==> config.mk <==
export PLATFORM = sky130hd
export DESIGN_NAME = filt_sample_fifo_flat
export DESIGN_NICKNAME = d
export VERILOG_FILES = /design/src/rtl/filt_sample_fifo_pkg.sv /design/src/rtl/filt_sample_fifo_if.sv /design/src/rtl/filt_sample_fifo_mem.sv /design/src/rtl/filt_sample_fifo.sv /design/src/flat_wrapper.sv
export SDC_FILE = /design/constraint.sdc
export NUM_CORES = 1
export LEC_CHECK = 0
export ABC_AREA = 1
export CAP_MARGIN = 20
export CORE_MARGIN = 4
export CORE_UTILIZATION = 50
export DETAILED_ROUTE_END_ITERATION = 10
export PLACE_DENSITY = 0.74
export SLEW_MARGIN = 20
export SYNTH_ARGS = -nofsm -noshare
export SYNTH_HDL_FRONTEND = slang
export SYNTH_SLANG_ARGS = --single-unit
==> constraint.sdc <==
create_clock -name clk -period 2.25 [get_ports clk]
set_input_delay 0.45 -clock clk [delete_from_list [all_inputs] [get_ports clk]]
set_output_delay 0.45 -clock clk [all_outputs]
set_load 0.05 [all_outputs]
==> src/rtl/filt_sample_fifo_pkg.sv <==
// Shared definitions for the filtered-sample path: the sample type and the
// default buffer depth used by the output FIFO.
package filt_sample_fifo_pkg;

  localparam int SAMPLE_W       = 8;
  localparam int FIFO_DEPTH_DEF = 16;

  typedef logic signed [SAMPLE_W-1:0] sample_t;

endpackage

==> src/rtl/filt_sample_fifo_if.sv <==
// Sample handshake between the FIR stage / register side and the output FIFO.
// The master writes samples and requests pops; the slave (the FIFO) returns
// popped samples with a one-cycle valid pulse.
interface filt_sample_fifo_if #(
  parameter int WIDTH = 8
);

  logic                    in_valid;
  logic signed [WIDTH-1:0] in_data;
  logic                    rd_en;
  logic signed [WIDTH-1:0] rd_data;
  logic                    rd_valid;

  modport master (
    output in_valid, in_data, rd_en,
    input  rd_data, rd_valid
  );

  modport slave (
    input  in_valid, in_data, rd_en,
    output rd_data, rd_valid
  );

endinterface

==> src/rtl/filt_sample_fifo_mem.sv <==
// Simple dual-port sample storage: one write port, one registered read port.
// The array itself is never reset; only the read register is, so the popped
// sample output starts from a known zero.
module filt_sample_fifo_mem
  import filt_sample_fifo_pkg::*;
#(
  parameter int DEPTH = FIFO_DEPTH_DEF,
  parameter int WIDTH = SAMPLE_W,
  parameter int AW    = $clog2(DEPTH)
) (
  input  logic                    clk,
  input  logic                    reset,
  input  logic                    we,
  input  logic [AW-1:0]           waddr,
  input  logic signed [WIDTH-1:0] wdata,
  input  logic                    re,
  input  logic [AW-1:0]           raddr,
  output logic signed [WIDTH-1:0] rdata
);

  logic signed [WIDTH-1:0] mem_q [DEPTH];
  logic signed [WIDTH-1:0] rdata_q;

  // Write port: plain storage, no reset.
  always_ff @(posedge clk) begin
    if (we) mem_q[waddr] <= wdata;
  end

  // Read port: old contents are read when the same address is written in the
  // same cycle, which is what the full push+pop case relies on.
  always_ff @(posedge clk) begin
    if (reset)   rdata_q <= '0;
    else if (re) rdata_q <= mem_q[raddr];
  end

  assign rdata = rdata_q;

endmodule

==> src/rtl/filt_sample_fifo.sv <==
// Output buffer for filtered samples: circular FIFO with occupancy, threshold
// interrupt and sticky overflow/underflow flags. All status outputs come from
// registers so nothing on the input side reaches an output combinationally.
module filt_sample_fifo
  import filt_sample_fifo_pkg::*;
#(
  parameter int DEPTH = FIFO_DEPTH_DEF,
  parameter int WIDTH = SAMPLE_W,
  parameter int AW    = $clog2(DEPTH)
) (
  input  logic                clk,
  input  logic                reset,
  input  logic                enable,
  input  logic                clr,
  filt_sample_fifo_if.slave   bus,
  output logic [AW:0]         count,
  output logic                empty,
  output logic                full,
  input  logic [AW:0]         thresh,
  output logic                thresh_irq,
  output logic                ovf,
  output logic                udf,
  input  logic                flag_clr
);

  localparam logic [AW:0] DEPTH_C = (AW+1)'(DEPTH);

  logic [AW-1:0] wr_ptr_q, wr_ptr_d;
  logic [AW-1:0] rd_ptr_q, rd_ptr_d;
  logic [AW:0]   count_q, count_d;
  logic          rd_valid_q, rd_valid_d;
  logic          ovf_q, ovf_d;
  logic          udf_q, udf_d;
  logic          irq_q, irq_d;
  logic          empty_w, full_w;
  logic          pop_acc, push_acc, ovf_set, udf_set;
  logic          mem_we, mem_re;

  // Accept/reject decisions and next state; clr discards this cycle's traffic.
  always_comb begin
    empty_w    = (count_q == '0);
    full_w     = (count_q == DEPTH_C);
    pop_acc    = bus.rd_en && !empty_w;
    push_acc   = bus.in_valid && enable && (!full_w || pop_acc);
    ovf_set    = bus.in_valid && enable && full_w && !pop_acc;
    udf_set    = bus.rd_en && empty_w;
    wr_ptr_d   = wr_ptr_q;
    rd_ptr_d   = rd_ptr_q;
    count_d    = count_q;
    rd_valid_d = 1'b0;
    mem_we     = 1'b0;
    mem_re     = 1'b0;
    if (clr) begin
      wr_ptr_d = '0;
      rd_ptr_d = '0;
      count_d  = '0;
    end else begin
      mem_we     = push_acc;
      mem_re     = pop_acc;
      rd_valid_d = pop_acc;
      if (push_acc) wr_ptr_d = wr_ptr_q + 1'b1;
      if (pop_acc)  rd_ptr_d = rd_ptr_q + 1'b1;
      if (push_acc && !pop_acc)      count_d = count_q + 1'b1;
      else if (pop_acc && !push_acc) count_d = count_q - 1'b1;
    end
    // A set event in the same cycle as flag_clr wins.
    ovf_d = ovf_set ? 1'b1 : (flag_clr ? 1'b0 : ovf_q);
    udf_d = udf_set ? 1'b1 : (flag_clr ? 1'b0 : udf_q);
    irq_d = (thresh != '0) && (count_d >= thresh);
  end

  // Control and status registers.
  always_ff @(posedge clk) begin
    if (reset) begin
      wr_ptr_q   <= '0;
      rd_ptr_q   <= '0;
      count_q    <= '0;
      rd_valid_q <= 1'b0;
      ovf_q      <= 1'b0;
      udf_q      <= 1'b0;
      irq_q      <= 1'b0;
    end else begin
      wr_ptr_q   <= wr_ptr_d;
      rd_ptr_q   <= rd_ptr_d;
      count_q    <= count_d;
      rd_valid_q <= rd_valid_d;
      ovf_q      <= ovf_d;
      udf_q      <= udf_d;
      irq_q      <= irq_d;
    end
  end

  filt_sample_fifo_mem #(
    .DEPTH(DEPTH),
    .WIDTH(WIDTH),
    .AW   (AW)
  ) u_mem (
    .clk  (clk),
    .reset(reset),
    .we   (mem_we),
    .waddr(wr_ptr_q),
    .wdata(bus.in_data),
    .re   (mem_re),
    .raddr(rd_ptr_q),
    .rdata(bus.rd_data)
  );

  assign bus.rd_valid = rd_valid_q;
  assign count        = count_q;
  assign empty        = empty_w;
  assign full         = full_w;
  assign thresh_irq   = irq_q;
  assign ovf          = ovf_q;
  assign udf          = udf_q;

endmodule
==> src/flat_wrapper.sv <==
// flat-port wrapper written by rule: the top's interface ports become plain ports
module filt_sample_fifo_flat import filt_sample_fifo_pkg::*;
#(
  parameter int DEPTH = FIFO_DEPTH_DEF,
  parameter int WIDTH = SAMPLE_W,
  parameter int AW    = $clog2(DEPTH)
)
  (clk, reset, enable, clr, count, empty, full, thresh, thresh_irq, ovf, udf, flag_clr, bus_in_valid, bus_in_data, bus_rd_en, bus_rd_data, bus_rd_valid);
  filt_sample_fifo_if #(.WIDTH(WIDTH)) bus_i ();
  input  logic clk;
  input  logic reset;
  input  logic enable;
  input  logic clr;
  output logic [AW:0] count;
  output logic empty;
  output logic full;
  input  logic [AW:0] thresh;
  output logic thresh_irq;
  output logic ovf;
  output logic udf;
  input  logic flag_clr;
  input wire logic [$bits(bus_i.in_valid)-1:0] bus_in_valid;
  input wire logic [$bits(bus_i.in_data)-1:0] bus_in_data;
  input wire logic [$bits(bus_i.rd_en)-1:0] bus_rd_en;
  output wire logic [$bits(bus_i.rd_data)-1:0] bus_rd_data;
  output wire logic [$bits(bus_i.rd_valid)-1:0] bus_rd_valid;
  assign bus_i.in_valid = bus_in_valid;
  assign bus_i.in_data = bus_in_data;
  assign bus_i.rd_en = bus_rd_en;
  assign bus_rd_data = bus_i.rd_data;
  assign bus_rd_valid = bus_i.rd_valid;
  filt_sample_fifo #(.DEPTH(DEPTH), .WIDTH(WIDTH), .AW(AW)) u_core (.clk(clk), .reset(reset), .enable(enable), .clr(clr), .bus(bus_i), .count(count), .empty(empty), .full(full), .thresh(thresh), .thresh_irq(thresh_irq), .ovf(ovf), .udf(udf), .flag_clr(flag_clr));
endmodule
# Word-level counts from Yosys, hierarchy flattened
# Memory sizes are Yosys's and may differ from the RTL's. A register that Yosys moved wholly into a read port is not among the register bits.
# Cells that the tools add are included.
# word_totals
wordCells,43
ram_bits,128
register_bits,17
n_memories,1
output_inout_bits,19
# op_classes
add_sub_neg,4
reduce_logical,19
muxes,10
n_lt_le_gt_ge,1
eq_ne,1
# memory_table
name,depth,width,rd,rd_clocked_by_memory_dff,write_ports,line_no,source
u_core.u_mem.mem_q,16,8,1,1,1,filt_sample_fifo_mem.sv:21,logic signed [WIDTH-1:0] mem_q [DEPTH];
# op_table
cell,count
two-way mux 5 bit,3
logical AND 1 bit,9
"adder 4 x 1 -> 4 bit, second input constant",2
two-way mux 1 bit,7
"adder 5 x 1 -> 5 bit, second input constant",1
"equality test 5 bit, second input constant",1
>= comparator 5 bit,1
zero test 5 bit,1
nonzero test 5 bit,1
"subtractor 5 x 1 -> 5 bit, second input constant",1
zero test 1 bit,4
nonzero test 2 bit,2
OR reduction 2 bit,1
logical OR 1 bit,1

# Longest topological paths before layout
# logic_depth
depth_word,12
ltp_mapped,14

# Cells and area by module
# A second synthesis with hierarchy kept.
# unflattened
hier_cells,656
hier_area_um2,6749.0
# by_module_without_submodules
module,cells_per_inst,instances,area_per_inst_um2,seq_area_each_um2
filt_sample_fifo_mem,490,1,5577.8,4003.8
filt_sample_fifo,166,1,1171.1,340.3

# Worst setup path before layout
# OpenSTA, ideal clock, no wires.
# synth_path
path_type,reg-to-reg
startpoint,"register u_core.count_q[0], in the netlist u_core.count[0]"
endpoint,"register u_core.irq_q, in the netlist u_core.thresh_irq"
setup_slack_ps,-263
arrival_time_ps,2394
path_stages_with_launch,14
setup_time_ps,119
n_path_buf,0
required_ps,2131
cell_sequence,dfxtp_1 -> inv_1 -> ha_1 -> nand3_4 -> nand2_1 -> o21ai_0 -> nand2_1 -> nand3_1 -> inv_1 -> ha_1 -> a21oi_1 -> o21ai_0 -> a211oi_1 -> nor2_1
# synth_between
elab_chain_len,12
elab_cells_between_ends,18
classes_between,add/sub (2); order compare (1); eq/ne (1); mux (3); reduce/logical (11)
# synth_rtl
item,line_no,source
from (decl),filt_sample_fifo.sv:30,"logic [AW:0] count_q, count_d;"
from (signal assigned),filt_sample_fifo.sv:85,count_q <= count_d;
zero test 5 bit,filt_sample_fifo.sv:41,empty_w = (count_q == '0);
zero test 1 bit,filt_sample_fifo.sv:43,pop_acc = bus.rd_en && !empty_w;
logical AND 1 bit,filt_sample_fifo.sv:43,
logical OR 1 bit,filt_sample_fifo.sv:44,push_acc = bus.in_valid && enable && (!full_w || pop_acc);
logical AND 1 bit,filt_sample_fifo.sv:44,
zero test 1 bit,filt_sample_fifo.sv:64,else if (pop_acc && !push_acc) count_d = count_q - 1'b1;
logical AND 1 bit,filt_sample_fifo.sv:64,
two-way mux 5 bit,filt_sample_fifo.sv:64,
two-way mux 5 bit (*),filt_sample_fifo.sv:63,if (push_acc && !pop_acc) count_d = count_q + 1'b1;
two-way mux 5 bit (*),filt_sample_fifo.sv:53,if (clr) begin
named net u_core.count_d[2],filt_sample_fifo.sv:30,
>= comparator 5 bit (*),filt_sample_fifo.sv:69,irq_d = (thresh != '0) && (count_d >= thresh);
logical AND 1 bit (*),filt_sample_fifo.sv:69,
to (signal assigned),filt_sample_fifo.sv:89,irq_q <= irq_d;
to (decl),filt_sample_fifo.sv:34,"logic irq_q, irq_d;"
# Mark *: on every way through the listed nets, which the timed path passes. The rest lies on a longest branch.
# A chain may end at the register's enable or synchronous reset.

# Final worst setup path
# layout_path
startpoint,"register u_core.count_q[3], in the netlist u_core.count[3]"
endpoint,output count[3]
# layout_lines
item,line_no,source
to (decl),flat_wrapper.sv:14,output logic [AW:0] count;
# No word-level cell between the ends.

==> metrics.txt <==
# TYPE chip_impl_metric gauge
chip_impl_info{name="run_status",value="completed"} 1
chip_impl_metric{name="setup_viol",unit=""} 0
chip_impl_metric{name="wirelength",unit="um"} 15800
chip_impl_metric{name="clock.fmax",unit="MHz"} 451.2
chip_impl_metric{name="power.internal",unit="mW"} 4.936
chip_impl_metric{name="insertion_delay_to_the_later_sink_of_the_worst_skew_pair",unit="ns"} 0.42
chip_impl_metric{name="synth-warning-count",unit=""} 0
chip_impl_metric{name="core-area",unit="sq mm"} 0.01340
chip_impl_metric{name="chipWidth",unit="um"} 125.7
chip_impl_metric{name="route.detailed.drc",unit=""} 0
chip_impl_metric{name="grt_overflow",unit=""} 0
chip_impl_metric{name="cp.arrival",unit="ns"} 1.77
chip_impl_metric{name="finalClockSkew",unit="ns"} 0.006854
chip_impl_metric{name="detail-route-antenna-nets",unit=""} 0
chip_impl_metric{name="synth_cells",unit=""} 716
chip_impl_metric{name="yosys_register_bits",unit=""} 153
chip_impl_metric{name="antenna_found_initial",unit=""} 0
chip_impl_metric{name="numPortBuffers",unit=""} 38
chip_impl_metric{name="fp.dieArea",unit="sq mm"} 0.01579
chip_impl_metric{name="cts-htree-levels",unit=""} 4
chip_impl_metric{name="power.static_leakage",unit="nW"} 3.548
chip_impl_metric{name="min_period_over_period",unit="%"} 98.50
chip_impl_metric{name="synthDistinctLibCells",unit=""} 30
chip_impl_metric{name="grt_pass1_vias",unit=""} 5057
chip_impl_metric{name="dpl.hpwl",unit="um"} 10580
chip_impl_metric{name="count_of_flip_flops_with_a_built_in_enable_after_synthesis",unit=""} 128
chip_impl_metric{name="cap_viol_max_count",unit=""} 0
chip_impl_metric{name="ratio_of_total_power_to_cell_area",unit="mW/mm^2"} 771.7
chip_impl_metric{name="viasPerCell",unit=""} 5.245
chip_impl_metric{name="syn_nets",unit=""} 748
chip_impl_info{name="hp-class",value="flip-flop to flip-flop"} 1
chip_impl_metric{name="total_power",unit="mW"} 6.419
chip_impl_metric{name="synth-seq-area-share",unit="%"} 62.75
chip_impl_metric{name="switching_power",unit="mW"} 1.483
chip_impl_info{name="clock_tree.root_cell",value="clkbuf_16"} 1
chip_impl_metric{name="required",unit="ns"} 1.80
chip_impl_metric{name="grt_pass1_wl",unit="um"} 25490
chip_impl_metric{name="start_util",unit="%"} 51.66
chip_impl_metric{name="grt_start_max_net_pins",unit=""} 69
chip_impl_metric{name="numClockSinks",unit=""} 153
chip_impl_metric{name="vdd_ir_drop_max",unit="uV"} 919.7
chip_impl_metric{name="boundaryPins",unit=""} 39
chip_impl_metric{name="final-max-slew-violation-count",unit=""} 0
chip_impl_metric{name="sw_frac_of_total",unit="%"} 23.10
chip_impl_info{name="grt_setup_unrepaired",value="yes"} 1
chip_impl_metric{name="detail_route.iter0.violations",unit=""} 457
chip_impl_metric{name="slew_headroom",unit="%"} 53.16
chip_impl_metric{name="maximum_clock_path_buffer_count",unit=""} 2
chip_impl_metric{name="cts_hold_buf",unit=""} 0
chip_impl_info{name="synth_flop_cell",value="edfxtp_1"} 1
chip_impl_metric{name="comb_power_share",unit="%"} 9.4
chip_impl_metric{name="grt_util_all_layers",unit="%"} 20.66
chip_impl_metric{name="power.clock.fraction",unit="%"} 42.0
chip_impl_info{name="worst_setup_path_start_kind",value="flip-flop"} 1
chip_impl_info{name="critical_path.endpoint_type",value="output pin"} 1
chip_impl_metric{name="timing.critical_path.fanout_max",unit=""} 4
chip_impl_metric{name="async_flop_share",unit="%"} 0
chip_impl_metric{name="finish.net_count",unit=""} 821
chip_impl_metric{name="synth_area",unit="sq mm"} 0.006923
chip_impl_metric{name="drt_pass1_iterations",unit=""} 5
chip_impl_metric{name="post_route_cells_drive_above_1_share",unit="%"} 11.99
chip_impl_info{name="tritoncts",value="done"} 1
chip_impl_metric{name="die-height",unit="um"} 125.7
chip_impl_metric{name="power.sequential.fraction",unit="%"} 48.5
chip_impl_info{name="worst_setup_path_category",value="flip-flop to output pin"} 1
chip_impl_metric{name="final_core_util",unit="%"} 62.07
chip_impl_metric{name="routed_wire_length_per_instance",unit="um"} 16.18
chip_impl_metric{name="worst-slew-pin-transition",unit="ns"} 0.7025
chip_impl_metric{name="area_growth",unit="%"} 20.15
chip_impl_metric{name="finalWeightedCongestion",unit=""} 0.9338
chip_impl_metric{name="final_worst_path_period_need",unit="ns"} 2.216
chip_impl_metric{name="post-cts-setup-buffers",unit=""} 0
chip_impl_metric{name="count_of_standard_cell_rows",unit=""} 42
chip_impl_metric{name="tritoncts.num_buffers",unit=""} 17
chip_impl_metric{name="clkTransAtPathRegs",unit="ns"} 0.06
chip_impl_metric{name="finalHoldViolations",unit=""} 0
chip_impl_metric{name="antenna_diode_count",unit=""} 0
chip_impl_metric{name="mean_post_synth_cell_area",unit="sq um"} 9.669
chip_impl_metric{name="timing.setup.tns",unit="ns"} 0
chip_impl_metric{name="routed-via-count",unit=""} 5124
## flip-flops by register name, indices dropped and copies added, names as in the netlist
register and flops:
u_core.wr_ptr_q 4, u_core.udf 1, u_core.count 5, u_core.bus.rd_valid 1, u_core.u_mem.mem_q 128, u_core.ovf 1
u_core.rd_ptr_q 4, u_core.u_mem.rdata 8, u_core.thresh_irq 1
## cell families after synthesis
group | synth area share [%]
buffers and inverters | 8.024
AOI/OAI and AO/OA | 2.548
DFF | 62.75
and+or+nand+nor | 23.75
xor gates and xnor gates | 0.7591
adders and majority gates | 2.169
## cells in the final DEF (no fill, tap or decap)
master / Yosys / layout
nand2_4: 3 / 3
buf_12: 0 / 3
nor2_2: 0 / 1
clkdlybuf4s50_1: 0 / 35
dlymetal6s2s_1: 0 / 1
inv_4: 1 / 1
ha_1: 12 / 11
inv_6: 0 / 1
edfxtp_1: 128 / 128
o21ai_1: 1 / 1
nor2_4: 2 / 2
bufinv_16: 0 / 2
nand3_1: 105 / 105
inv_1: 98 / 97
nand3_2: 1 / 1
clkinvlp_4: 0 / 3
ha_4: 0 / 1
inv_2: 3 / 4
o21ai_0: 8 / 8
clkinv_2: 0 / 3
dfxtp_2: 0 / 2
nor2_1: 34 / 33
nor3_1: 2 / 2
nand4_1: 1 / 1
clkbuf_16: 0 / 17
clkbuf_1: 4 / 2
o21a_1: 8 / 8
a211oi_1: 1 / 1
nand2_1: 231 / 230
a21oi_1: 11 / 10
xnor2_1: 1 / 1
clkinv_4: 0 / 2
buf_4: 6 / 43
xor2_1: 5 / 5
dfxtp_4: 0 / 1
a21oi_2: 1 / 2
clkinv_1: 3 / 4
dfxtp_1: 25 / 22
nand3_4: 2 / 2
nand2_2: 1 / 2
## power groups by stage
stage               Clock, mW  Combinational [mW]  Sequential, mW
global placement            0               0.580            3.17
detailed placement          0               0.595            3.17
global route             2.86               0.663            3.12
floorplan                   0               0.286            3.24
finish                   2.70               0.605            3.12
CTS                      2.74               0.600            3.12
## layout make-up
type | count | area, sq um
clock buffer | 19 | 432.9
clock inverter | 12 | 127.6
fill | 1064 | 5082
inverter | 105 | 396.6
multi-input combinational | 430 | 2044
sequential | 153 | 4350
tap | 176 | 220.2
timing repair buffer | 82 | 745.7
## repair_timing
item,CTS,global route
pin swaps,0,0
resized for setup,1,6
setup endpoints to repair,1,2
## critical path, cell delays in order (launching register included)
cell and delay [ns]:
dfxtp_1 0.39, buf_4 0.16, clkdlybuf4s50_1 0.80
## cells in the mapped netlist (3+ instances only)
cell type | number | area share, %
o21a_1 | 8 | 0.87
xor2_1 | 5 | 0.63
clkbuf_1 | 4 | 0.22
nand3_1 | 105 | 7.6
nor2_1 | 34 | 1.8
inv_2 | 3 | 0.16
clkinv_1 | 3 | 0.16
nand2_4 | 3 | 0.49
buf_2 | 13 | 0.94
ha_1 | 12 | 2.2
buf_4 | 6 | 0.65
inv_1 | 98 | 5.3
edfxtp_1 | 128 | 56
o21ai_0 | 8 | 0.58
dfxtp_1 | 25 | 7.2
a21oi_1 | 11 | 0.80
buf_1 | 3 | 0.16
nand2_1 | 231 | 13
## per-stage QoR
stage	instances	area, sq um	hold slack [ns]	setup slack (ns)
finish	977	8318	0.4651	0.03384
global route	977	8318	0.4995	-0.02680
CTS	977	8297	0.4699	0.006570
detailed placement	946	7734	0.4608	-0.3416
global placement	946	7734	0.4516	-0.2751
floorplan	716	6928	0.4704	0.01085
## routing by layer
metal  routed length [um]  GRT usage [%]  vias to the layer above
li1                     -              -                     2465
met1                 6308          26.83                     2430
met2                 7807          33.39                      193
met3                 1153          4.149                       36
met4                  532          10.01                        0
met5                    0              0                        -
## path summary, 6_finish.rpt
path | cells after the start | end | slack, ns | from
setup / recovery | 2 | count[3] | 0.03 | u_core.count[3]$_SDFF_PP0_
hold / removal | 2 | u_core.udf$_SDFFE_PP0P_ | 0.47 | u_core.udf$_SDFFE_PP0P_
setup reg to reg | 11 | u_core.thresh_irq$_SDFF_PP0_ | 0.13 | u_core.count[0]$_SDFF_PP0_
hold reg to reg | 2 | u_core.udf$_SDFFE_PP0P_ | 0.47 | u_core.udf$_SDFFE_PP0P_
Power figures use the tool's default switching activity.
